[config.mk]
export PLATFORM = sky130hd
export DESIGN_NAME = render_sequencer
export DESIGN_NICKNAME = d
export VERILOG_FILES = /design/src/rtl/render_sequencer.sv
export SDC_FILE = /design/constraint.sdc
export NUM_CORES = 1
export LEC_CHECK = 0
export CORE_MARGIN = 3
export CORE_UTILIZATION = 45
export CTS_BUF_LIST = sky130_fd_sc_hd__clkbuf_16
export DETAILED_ROUTE_END_ITERATION = 8
export PLACE_DENSITY = 0.85
export SLEW_MARGIN = 5
export SYNTH_ARGS = -nofsm -noshare
export SYNTH_HDL_FRONTEND = slang
export SYNTH_SLANG_ARGS = --single-unit
[constraint.sdc]
create_clock -name clk -period 2.2 [get_ports clk]
set_input_delay 0.44 -clock clk [delete_from_list [all_inputs] [get_ports clk]]
set_output_delay 0.44 -clock clk [all_outputs]
set_load 0.01 [all_outputs]
[src/rtl/render_sequencer.sv]
// Frame-tick driven render sequencer: each accepted tick runs the background drawer, then the
// sprite drawer, forwarding the active drawer's pixel writes to the VGA port.
// Optional build macro RENDER_SEQ_TIMEOUT_EN bounds each drawer wait to TIMEOUT_CYCLES.
//
// Handshake: bg_plot/sp_plot are single-cycle start pulses; a drawer answers with bg_done/sp_done,
// which is sampled only while the sequencer is waiting on that drawer and ignored everywhere else.
module render_sequencer #(
    parameter int FRAME_DIV      = 833333,
    parameter int TIMEOUT_CYCLES = 131072
) (
    input  logic       clk,
    input  logic       reset,
    input  logic       enable,
    input  logic       bg_done,
    input  logic       bg_we,
    input  logic [8:0] bg_x,
    input  logic [7:0] bg_y,
    input  logic [2:0] bg_colour,
    input  logic       sp_done,
    input  logic       sp_we,
    input  logic [8:0] sp_x,
    input  logic [7:0] sp_y,
    input  logic [2:0] sp_colour,
    output logic       bg_plot,
    output logic       sp_plot,
    output logic       frame,
    output logic [8:0] vga_x,
    output logic [7:0] vga_y,
    output logic [2:0] vga_colour,
    output logic       vga_we,
    output logic       busy,
    output logic       overrun,
    output logic       timeout,
    output logic [2:0] state_dbg
);

    typedef enum logic [2:0] {
        S_IDLE       = 3'd0,
        S_BG_START   = 3'd1,
        S_BG_WAIT    = 3'd2,
        S_SP_START   = 3'd3,
        S_SP_WAIT    = 3'd4,
        S_FRAME_DONE = 3'd5
    } state_t;

`ifdef RENDER_SEQ_TIMEOUT_EN
    localparam bit TIMEOUT_EN = 1'b1;
`else
    localparam bit TIMEOUT_EN = 1'b0;
`endif

    localparam int CW = (FRAME_DIV > 1) ? $clog2(FRAME_DIV) : 1;
    localparam int WW = (TIMEOUT_CYCLES > 1) ? $clog2(TIMEOUT_CYCLES) : 1;

    state_t          state;
    state_t          state_next;
    logic [CW-1:0]   tick_cnt;
    logic            tick;
    logic [WW-1:0]   wait_cnt;
    logic            wait_expired;
    logic            timeout_q;

    assign tick = (tick_cnt == CW'(FRAME_DIV - 1));

    always_ff @(posedge clk) begin
        if (reset || tick) begin
            tick_cnt <= '0;
        end else begin
            tick_cnt <= tick_cnt + CW'(1);
        end
    end

    // The wait counter is zeroed in each START state, so it reads 0 on the first wait cycle.
    always_ff @(posedge clk) begin
        if (reset || state == S_BG_START || state == S_SP_START) begin
            wait_cnt <= '0;
        end else if (state == S_BG_WAIT || state == S_SP_WAIT) begin
            wait_cnt <= wait_cnt + WW'(1);
        end
    end

    assign wait_expired = TIMEOUT_EN && (wait_cnt == WW'(TIMEOUT_CYCLES - 1));

    always_ff @(posedge clk) begin
        if (reset) begin
            state <= S_IDLE;
        end else begin
            state <= state_next;
        end
    end

    always_comb begin
        state_next = state;
        bg_plot    = 1'b0;
        sp_plot    = 1'b0;
        frame      = 1'b0;
        busy       = 1'b1;
        case (state)
            S_IDLE: begin
                busy = 1'b0;
                if (tick && enable) state_next = S_BG_START;
            end
            S_BG_START: begin
                bg_plot    = 1'b1;
                state_next = S_BG_WAIT;
            end
            S_BG_WAIT: begin
                if (bg_done || wait_expired) state_next = S_SP_START;
            end
            S_SP_START: begin
                sp_plot    = 1'b1;
                state_next = S_SP_WAIT;
            end
            S_SP_WAIT: begin
                if (sp_done || wait_expired) state_next = S_FRAME_DONE;
            end
            S_FRAME_DONE: begin
                frame      = 1'b1;
                state_next = S_IDLE;
            end
            default: state_next = S_IDLE;
        endcase
    end

    // Sticky status; a tick is only dropped (and flagged) when the game is running.
    always_ff @(posedge clk) begin
        if (reset) begin
            overrun   <= 1'b0;
            timeout_q <= 1'b0;
        end else begin
            if (tick && enable && state != S_IDLE) overrun <= 1'b1;
            if (wait_expired && ((state == S_BG_WAIT && !bg_done) ||
                                 (state == S_SP_WAIT && !sp_done))) begin
                timeout_q <= 1'b1;
            end
        end
    end

    assign timeout   = TIMEOUT_EN ? timeout_q : 1'b0;
    assign state_dbg = state;

    // VGA bus follows the drawer owning the current phase; stray strobes are dropped.
    always_ff @(posedge clk) begin
        if (reset) begin
            vga_we     <= 1'b0;
            vga_x      <= '0;
            vga_y      <= '0;
            vga_colour <= '0;
        end else begin
            case (state)
                S_BG_START, S_BG_WAIT: begin
                    vga_we     <= bg_we;
                    vga_x      <= bg_x;
                    vga_y      <= bg_y;
                    vga_colour <= bg_colour;
                end
                S_SP_START, S_SP_WAIT: begin
                    vga_we     <= sp_we;
                    vga_x      <= sp_x;
                    vga_y      <= sp_y;
                    vga_colour <= sp_colour;
                end
                default: vga_we <= 1'b0;
            endcase
        end
    end

endmodule

==> results of run 1 <==
cells in the mapped netlist, types with 3 or more instances:
library cell | n | area share
inv_1 | 9 | 0.015
buf_6 | 3 | 0.015
nor2_1 | 46 | 0.077
nand4_1 | 4 | 0.011
nor3_1 | 5 | 0.011
mux2i_1 | 21 | 0.093
a211oi_2 | 19 | 0.11
dfxtp_1 | 45 | 0.40
and3_1 | 3 | 0.0083
buf_2 | 6 | 0.013
xnor2_1 | 15 | 0.058
a21o_1 | 3 | 0.010
nand2_1 | 4 | 0.0067
nor4_1 | 5 | 0.014
a21oi_1 | 5 | 0.011
nand3_1 | 7 | 0.016
final timing paths:
kind	slack [ns]	cells past startpoint	start	end
max	0.10	2	state_dbg[0]	bg_plot
min	0.45	2	overrun	overrun
max reg2reg	0.45	6	tick_cnt[0]	tick_cnt[15]
min reg2reg	0.45	2	overrun	overrun
critical path: stages (launching register included):
cell and delay, ns:
dfxtp_1 0.49, nor3b_1 0.29, clkdlybuf4s50_1 0.59
area by class of cell:
class | instances | area share
flip-flops and latches | 45 | 0.282
inverters | 9 | 0.0106
clock buffers | 5 | 0.0392
multi-input cells | 164 | 0.388
well taps | 67 | 0.0262
repair buffers | 80 | 0.251
clock inverters | 3 | 0.00392
registers in the layout, summed over array words and instances, names as in the netlist:
signal,count
vga_colour,3
vga_y,8
tick_cnt,20
vga_x,9
vga_we,1
overrun,1
state_dbg,3
where the power goes:
group | internal (mW) | leakage [nW] | switching (mW)
Clock | 0.411 | 0.0687 | 0.304
Combinational | 0.0805 | 0.669 | 0.0363
Sequential | 0.819 | 0.363 | 0.00634
Total | 1.31 | 1.10 | 0.347
per-stage QoR:
stage | utilization | cells
after floorplan | - | 232
after global placement | 0.639 | 365
after detailed placement | 0.639 | 365
after CTS | 0.668 | 373
after global routing | 0.668 | 373
final | 0.668 | 373
layer usage:
metal  vias up  share of wire
met1       861           0.45
li1        964              -
met3         6          0.086
met5         -              0
met2        69           0.45
met4         0         0.0099
logic make-up (layout without fill, tap and decap cells):
family                   count (synthesis)  in the layout  synth area share
other                                    1              1           0.00166
AND/OR/NAND/NOR                         94             94             0.237
AO/OA/AOI/OAI                           30             30             0.140
flip-flops                              45             45             0.399
buffers and inverters                   23             97            0.0549
multiplexers                            21             21            0.0932
adder cells (fa/ha/maj)                  2              2            0.0111
XOR/XNOR                                16             16            0.0621
==> impl_metrics.ini, run 1 <==
[status]
status = completed

[clock_tree]
cts_root_buf = clkbuf_16
clk_path_buf_depth = 2
post_cts_buffers = 0
cts_tree = built
cts_inserted_buffers = 5
cts_hold_buf = 0
htreeDepth = 2
cts_resized = 0
cts_sinks = 45
clk_latency_ns = 0.29
clk_pin_slew_worst_paths_ns = 0.06

[synth]
syn_nets = 281
synth_area_um2 = 2260
postSynthCellCount = 232
synth.distinct_cells = 39
ys_async_sr_fraction = 0
yosys_warnings = 0
synth-edff-count = 0
ys_seq_area_frac = 0.399
ys.flop_type = dfxtp_1
synth_seq_cells = 45
avgSynthCellArea_um2 = 9.72

[die]
core_area_um2 = 4790
die_h_um = 76.8
io_pins = 77
die_w_um = 76.8
num_rows = 25
initial_core_util = 0.471
die-area_um2 = 5900

[critical_path]
crit_fanout = 8
worstPathRequired_ns = 1.76
cp-start-kind = flop
crit_type = reg2out
crit_arrival_ns = 1.66
cp-end-kind = output port

[finish]
layout_commonest_cell = clkdlybuf4s50_1
multi_input_area_um2 = 1240
nFillCells = 369
design_area_um2 = 3200
n_antenna_cell = 0
area_growth_pct = 41.7
drive_gt1_frac = 0.131
final_nets = 354
final_cell_mix = clkdlybuf4s50_1 (75), nor2_1 (46), dfxtp_1 (45)
seq_area_um2 = 901

[timing]
hold_viol_final = 0
layout_setup_ws_ns = 0.102
finClkSkew_ns = 0.00419
period_minus_slack_ns = 2.10
rsz0062_at_grt = false
timing.setup.tns_ns = 0
final-max-slew-violation-count = 0
slew_headroom = 0.627
setup_viol_count_final = 0
fmax_mhz = 477
finalCritPeriodShare = 0.954
worstMarginPinSlew_ns = 0.559
holdWs_ns = 0.448

[global_routing]
use_met2 = 0.309
top_usage_layer = met2
grt_pass1_wl_um = 9460
grt-ovfl-total = 0
gr-usage-met3 = 0.0599
grt_usage = 0.198
antenna_found_initial = 0
met1_usage = 0.267
grt_pass1_vias = 1812
grt_start_max_net_pins = 38

[min_path]
hp-class = reg2reg

[place]
dp_slack_ns = 0.400
dpl_cell_area_um2 = 3060
finalWeightedCongestion = 0.787
hpwl_um = 4110
port_buffers = 75

[detailed_routing]
drcViolationCount = 0
vias = 1900
firstDrtPassIters = 4
ant_nets = 0
vias_per_cell = 5.09
wl_per_cell_um = 15.0
drt_iter0_markers = 105
wirelength_um = 5580

[pwr]
finalPower_mw = 1.66
max-vdd-ir-drop_v = 0.000307
p_per_area_nw_per_um2 = 519
p_leak_nw = 1.10

[flow_run]
maxCapViolCount = 0
(Power assumes the default switching activity.)
==> run 2, diff against run 1 <==
- CORE_ASPECT_RATIO: default -> 0.75
- CORE_UTILIZATION: 45 -> 43
- PLACE_DENSITY: 0.85 -> 0.82
- SKIP_CTS_REPAIR_TIMING: default -> 1
==> run 2 against run 1 <==
  * Register-to-register slack lost 0.05 ns
  * Wire length shrank 4.3%
  * Core utilization shrank 1.3 points
  * Cell area grew 2.2%
  * Setup slack gained 0.020 ns
  * Sequential power is essentially flat
  * Fmax grew 0.97%
  * Global-route usage shrank 2.0 points
  * Sequential cell count is the same
  * Highest routed layer unchanged
==> impl_metrics.ini, run 2 (synthesis results as in run 1) <==
[timing]
final-max-slew-violation-count = 0
setup_viol_count_final = 0
timing.setup.tns_ns = 0
finClkSkew_ns = 0.00390
slew_headroom = 0.602
hold_viol_final = 0
finalCritPeriodShare = 0.944
worstMarginPinSlew_ns = 0.596
rsz0062_at_grt = false
holdWs_ns = 0.460
layout_setup_ws_ns = 0.122
period_minus_slack_ns = 2.08
fmax_mhz = 481

[min_path]
hp-start = overrun
hold_path_depth = 2
hp-class = reg2reg
min_to = overrun

[pwr]
p_per_area_nw_per_um2 = 585
p_leak_nw = 1.12
finalPower_mw = 1.91
max-vdd-ir-drop_v = 0.000273

[critical_path]
r2r-start = tick_cnt[0]
crit_fanout = 9
reg2reg_slack_ns = 0.40
r2r_cells = 6
crit_chain = and3b_1 > clkdlybuf4s50_1
critPathMaxStageDelay_ns = 0.58
startpoint = state_dbg[1]
worstPathRequired_ns = 1.76
slowest_stage = clkdlybuf4s50_1
cp-start-kind = flop
crit_type = reg2out
timing.rr.end = tick_cnt[15]
cp-end-kind = output port
crit_arrival_ns = 1.64

[detailed_routing]
drt_iter0_markers = 81
vias = 1920
ant_nets = 0
firstDrtPassIters = 4
vias_per_cell = 5.09
wl_per_cell_um = 14.2
drcViolationCount = 0
wirelength_um = 5340

[global_routing]
grt-ovfl-total = 0
grt_pass1_vias = 1725
grt_pass1_wl_um = 8290
grt_start_max_net_pins = 35
grt_usage = 0.178
antenna_found_initial = 0

[finish]
top_regs = tick_cnt (20), vga_x (9), vga_y (8)
regMostFlops = tick_cnt
area_growth_pct = 44.7
layout_commonest_cell = clkdlybuf4s50_1
fin_cells = 377
n_antenna_cell = 0
final_nets = 353
largest_reg_flops = 20
drive_gt1_frac = 0.138
final_cell_mix = clkdlybuf4s50_1 (75), nor2_1 (46), dfxtp_1 (44)

[clock_tree]
cts_inserted_buffers = 5
cts_tree = built
clk_latency_ns = 0.29
htreeDepth = 2
cts_sinks = 45
clk_pin_slew_worst_paths_ns = 0.06
cts_root_buf = clkbuf_16
clk_path_buf_depth = 2

[status]
status = completed

[die]
die_w_um = 89.6
die-area_um2 = 6160
num_rows = 22
io_pins = 77
die_h_um = 68.7
initial_core_util = 0.453
core_area_um2 = 4980

[flow_run]
maxCapViolCount = 0

[place]
finalWeightedCongestion = 0.823
dp_cells = 369
dp_slack_ns = 0.411
hpwl_um = 4050
port_buffers = 75
-- run 2: worst max-delay path: cells and delay by family, from the launching register on --
kind	cells	cell delay, ns
buffers and inverters	1	0.58
DFF	1	0.49
and+or+nand+nor	1	0.28
-- run 2: worst max path at each step --
stage                  endpoint  slack (ns)  cells past startpoint
floorplan           tick_cnt[4]        0.64                      8
global placement           busy        0.45                      2
detailed placement      sp_plot        0.41                      2
CTS                        busy        0.08                      2
global route               busy        0.05                      2
finish                  sp_plot        0.12                      2
-- run 2: area by class of cell --
cell class / instances / area (um2)
Clock buffer: 5 / 125
Clock inverter: 3 / 68.8
Fill cell: 410 / 1720
Inverter: 9 / 33.8
Multi-Input combinational cell: 164 / 1240
Sequential cell: 45 / 902
Tap cell: 72 / 90.1
Timing Repair Buffer: 79 / 806
-- run 2: metrics by stage --
step	util	instance area (um2)
6_report	0.655	3260
5_1_grt	0.655	3260
4_1_cts	0.655	3260
3_5_place_dp	0.616	3070
3_3_place_gp	0.616	3070
2_1_floorplan	-	2260
-- run 2: metal layers --
layer  track usage  part of all wire
met5             0                 0
met1         0.232              0.45
met3        0.0404             0.041
met2         0.282              0.48
met4        0.0818             0.021
-- run 2: power by group --
part / internal (mW) / total [mW] / switching (mW)
Sequential: 0.819 / 0.826 / 0.00652
Clock: 0.654 / 0.967 / 0.313
Combinational: 0.0802 / 0.116 / 0.0357
Total: 1.55 / 1.91 / 0.355
==> run 3, diff against run 2 <==
- CORE_UTILIZATION: 43 -> 41
- PLACE_DENSITY: 0.82 -> default
- PLACE_DENSITY_LB_ADDON: default -> 0.25
- clock period: 2.2 -> 1.8 ns (I/O delays scaled with it)
==> run 3 against run 2 <==
  * Count of clock-buffer cells in the layout did not move
  * Worst hold slack got worse by 0.00088 ns
  * Setup slack got worse by 0.064 ns
  * Wire length rose by 0.69%
  * Cell area rose by 1.4%
  * Combinational power rose by 23%
  * Register-to-register slack got worse by 0.27 ns
  * Critical path depth did not move
  * Clock power rose by 5%
  * Highest routed layer unchanged
  * Clock skew rose by 0.0010 ns
  * Critical path type unchanged
  * Non-clock buffer count rose by 8
==> impl_metrics.ini, run 3 (synthesis results as in run 1) <==
[status]
status = completed

[finish]
drive_gt1_frac = 0.166
layout_commonest_cell = clkdlybuf4s50_1
nFillCells = 429
n_antenna_cell = 0
largest_reg_flops = 20
top_regs = tick_cnt (20), vga_x (9), vga_y (8)
post-route-util = 0.650
final_cell_mix = clkdlybuf4s50_1 (72), nor2_1 (46), dfxtp_1 (42)
area_growth_pct = 46.8
regMostFlops = tick_cnt
final_nets = 361
design_area_um2 = 3310

[flow_run]
maxCapViolCount = 0

[global_routing]
gr-usage-met3 = 0.0474
grt_start_max_net_pins = 43
grt-ovfl-total = 0
grt_pass1_wl_um = 8540
grt_usage = 0.164
grt_pass1_vias = 1720
use_met2 = 0.251
antenna_found_initial = 0
top_usage_layer = met2
met1_usage = 0.224

[die]
die_h_um = 70.2
io_pins = 77
core_area_um2 = 5090
num_rows = 22
initial_core_util = 0.443
die-area_um2 = 6440
die_w_um = 91.7

[place]
finalWeightedCongestion = 0.778
port_buffers = 75
hpwl_um = 3890
dp_slack_ns = -0.0106
dpl_cell_area_um2 = 3130

[critical_path]
r2r_cells = 6
crit_type = reg2out
r2r-start = tick_cnt[0]
worstPathRequired_ns = 1.44
reg2reg_slack_ns = 0.13
crit_arrival_ns = 1.38
timing.rr.end = tick_cnt[19]
cp-end-kind = output port
cp-start-kind = flop
crit_fanout = 9

[detailed_routing]
vias_per_cell = 5.02
drt_iter0_markers = 135
wirelength_um = 5380
ant_nets = 0
vias = 1933
wl_per_cell_um = 14.0
drcViolationCount = 0
firstDrtPassIters = 4

[clock_tree]
cts_tree = built
clk_latency_ns = 0.28
cts_sinks = 45
htreeDepth = 2
clk_pin_slew_worst_paths_ns = 0.06
cts_inserted_buffers = 5
clk_path_buf_depth = 2
cts_root_buf = clkbuf_16

[min_path]
hp-start = overrun
min_to = overrun
hp-class = reg2reg
hold_path_depth = 2

[timing]
timing.setup.tns_ns = 0
layout_setup_ws_ns = 0.0581
finClkSkew_ns = 0.00491
fmax_mhz = 574
finalCritPeriodShare = 0.968
period_minus_slack_ns = 1.74
hold_viol_final = 0
setup_viol_count_final = 0
final-max-slew-violation-count = 0

[pwr]
internal_power_mw = 1.74
p_clk_frac = 0.470
combPwrFrac = 0.066
swShare = 0.195
p_leak_nw = 1.21
finalPower_mw = 2.17
power_switching_mw = 0.423
power.share.sequential = 0.464
max-vdd-ir-drop_v = 0.000546
p_per_area_nw_per_um2 = 654
-- run 3: cell count changes in the layout (fill, tap and decap cells not counted), moves of 2 or more --
| cell | previous run | this run |
|---|---|---|
| clkdlybuf4s50_1 | 75 | 72 |
| dfxtp_4 | 0 | 2 |
| buf_4 | 2 | 10 |
| dlymetal6s2s_1 | 0 | 3 |
| dfxtp_1 | 44 | 42 |
-- run 3: power groups by stage --
stage / registers [mW] / logic (mW) / clock network [mW]
global route: 1.01 / 0.153 / 1.06
CTS: 1.01 / 0.144 / 1.03
detailed placement: 1.03 / 0.143 / 0
finish: 1.01 / 0.143 / 1.02
global placement: 1.03 / 0.141 / 0
floorplan: 1.03 / 0.0369 / 0
-- run 3: final cells by class --
class                      count  area (um2)  share of cell area
tap                           72        90.1              0.0272
timing repair buffer          87         873               0.264
inverter                       9        33.8              0.0102
multi-input combinational    164        1240               0.375
clock buffer                   5         125              0.0378
sequential                    45         910               0.275
clock inverter                 3        37.5              0.0113
-- run 3: critical path, cell delays in order (launching register included) --
cell             delay (ns)
dfxtp_4                0.37
and3b_1                0.20
clkdlybuf4s50_1        0.53
-- run 3: metal layers --
layer | part of all wire | routed length [um] | up-vias
met5 | 0 | 0 | -
met4 | 0.0071 | 38 | 0
met3 | 0.061 | 329 | 4
met2 | 0.46 | 2490 | 55
met1 | 0.47 | 2510 | 898
li1 | - | - | 976
-- run 3: stage by stage --
stage / hold WS, ns / cells
after global placement: 0.440 / 377
after detailed placement: 0.454 / 377
final: 0.459 / 385
after global routing: 0.494 / 385
after CTS: 0.463 / 385
after floorplan: 0.451 / 232
-- run 3: worst max path at each step --
stage                    to    startpoint  depth (start not counted)  slack, ns
6_report              frame  state_dbg[1]                          2       0.06
5_1_grt               frame  state_dbg[0]                          2     -0.004
2_1_floorplan   tick_cnt[4]   tick_cnt[0]                          8       0.24
3_3_place_gp   tick_cnt[10]   tick_cnt[0]                          6       0.03
3_5_place_dp    tick_cnt[2]   tick_cnt[0]                          6      -0.01
4_1_cts             sp_plot  state_dbg[1]                          2      -0.19
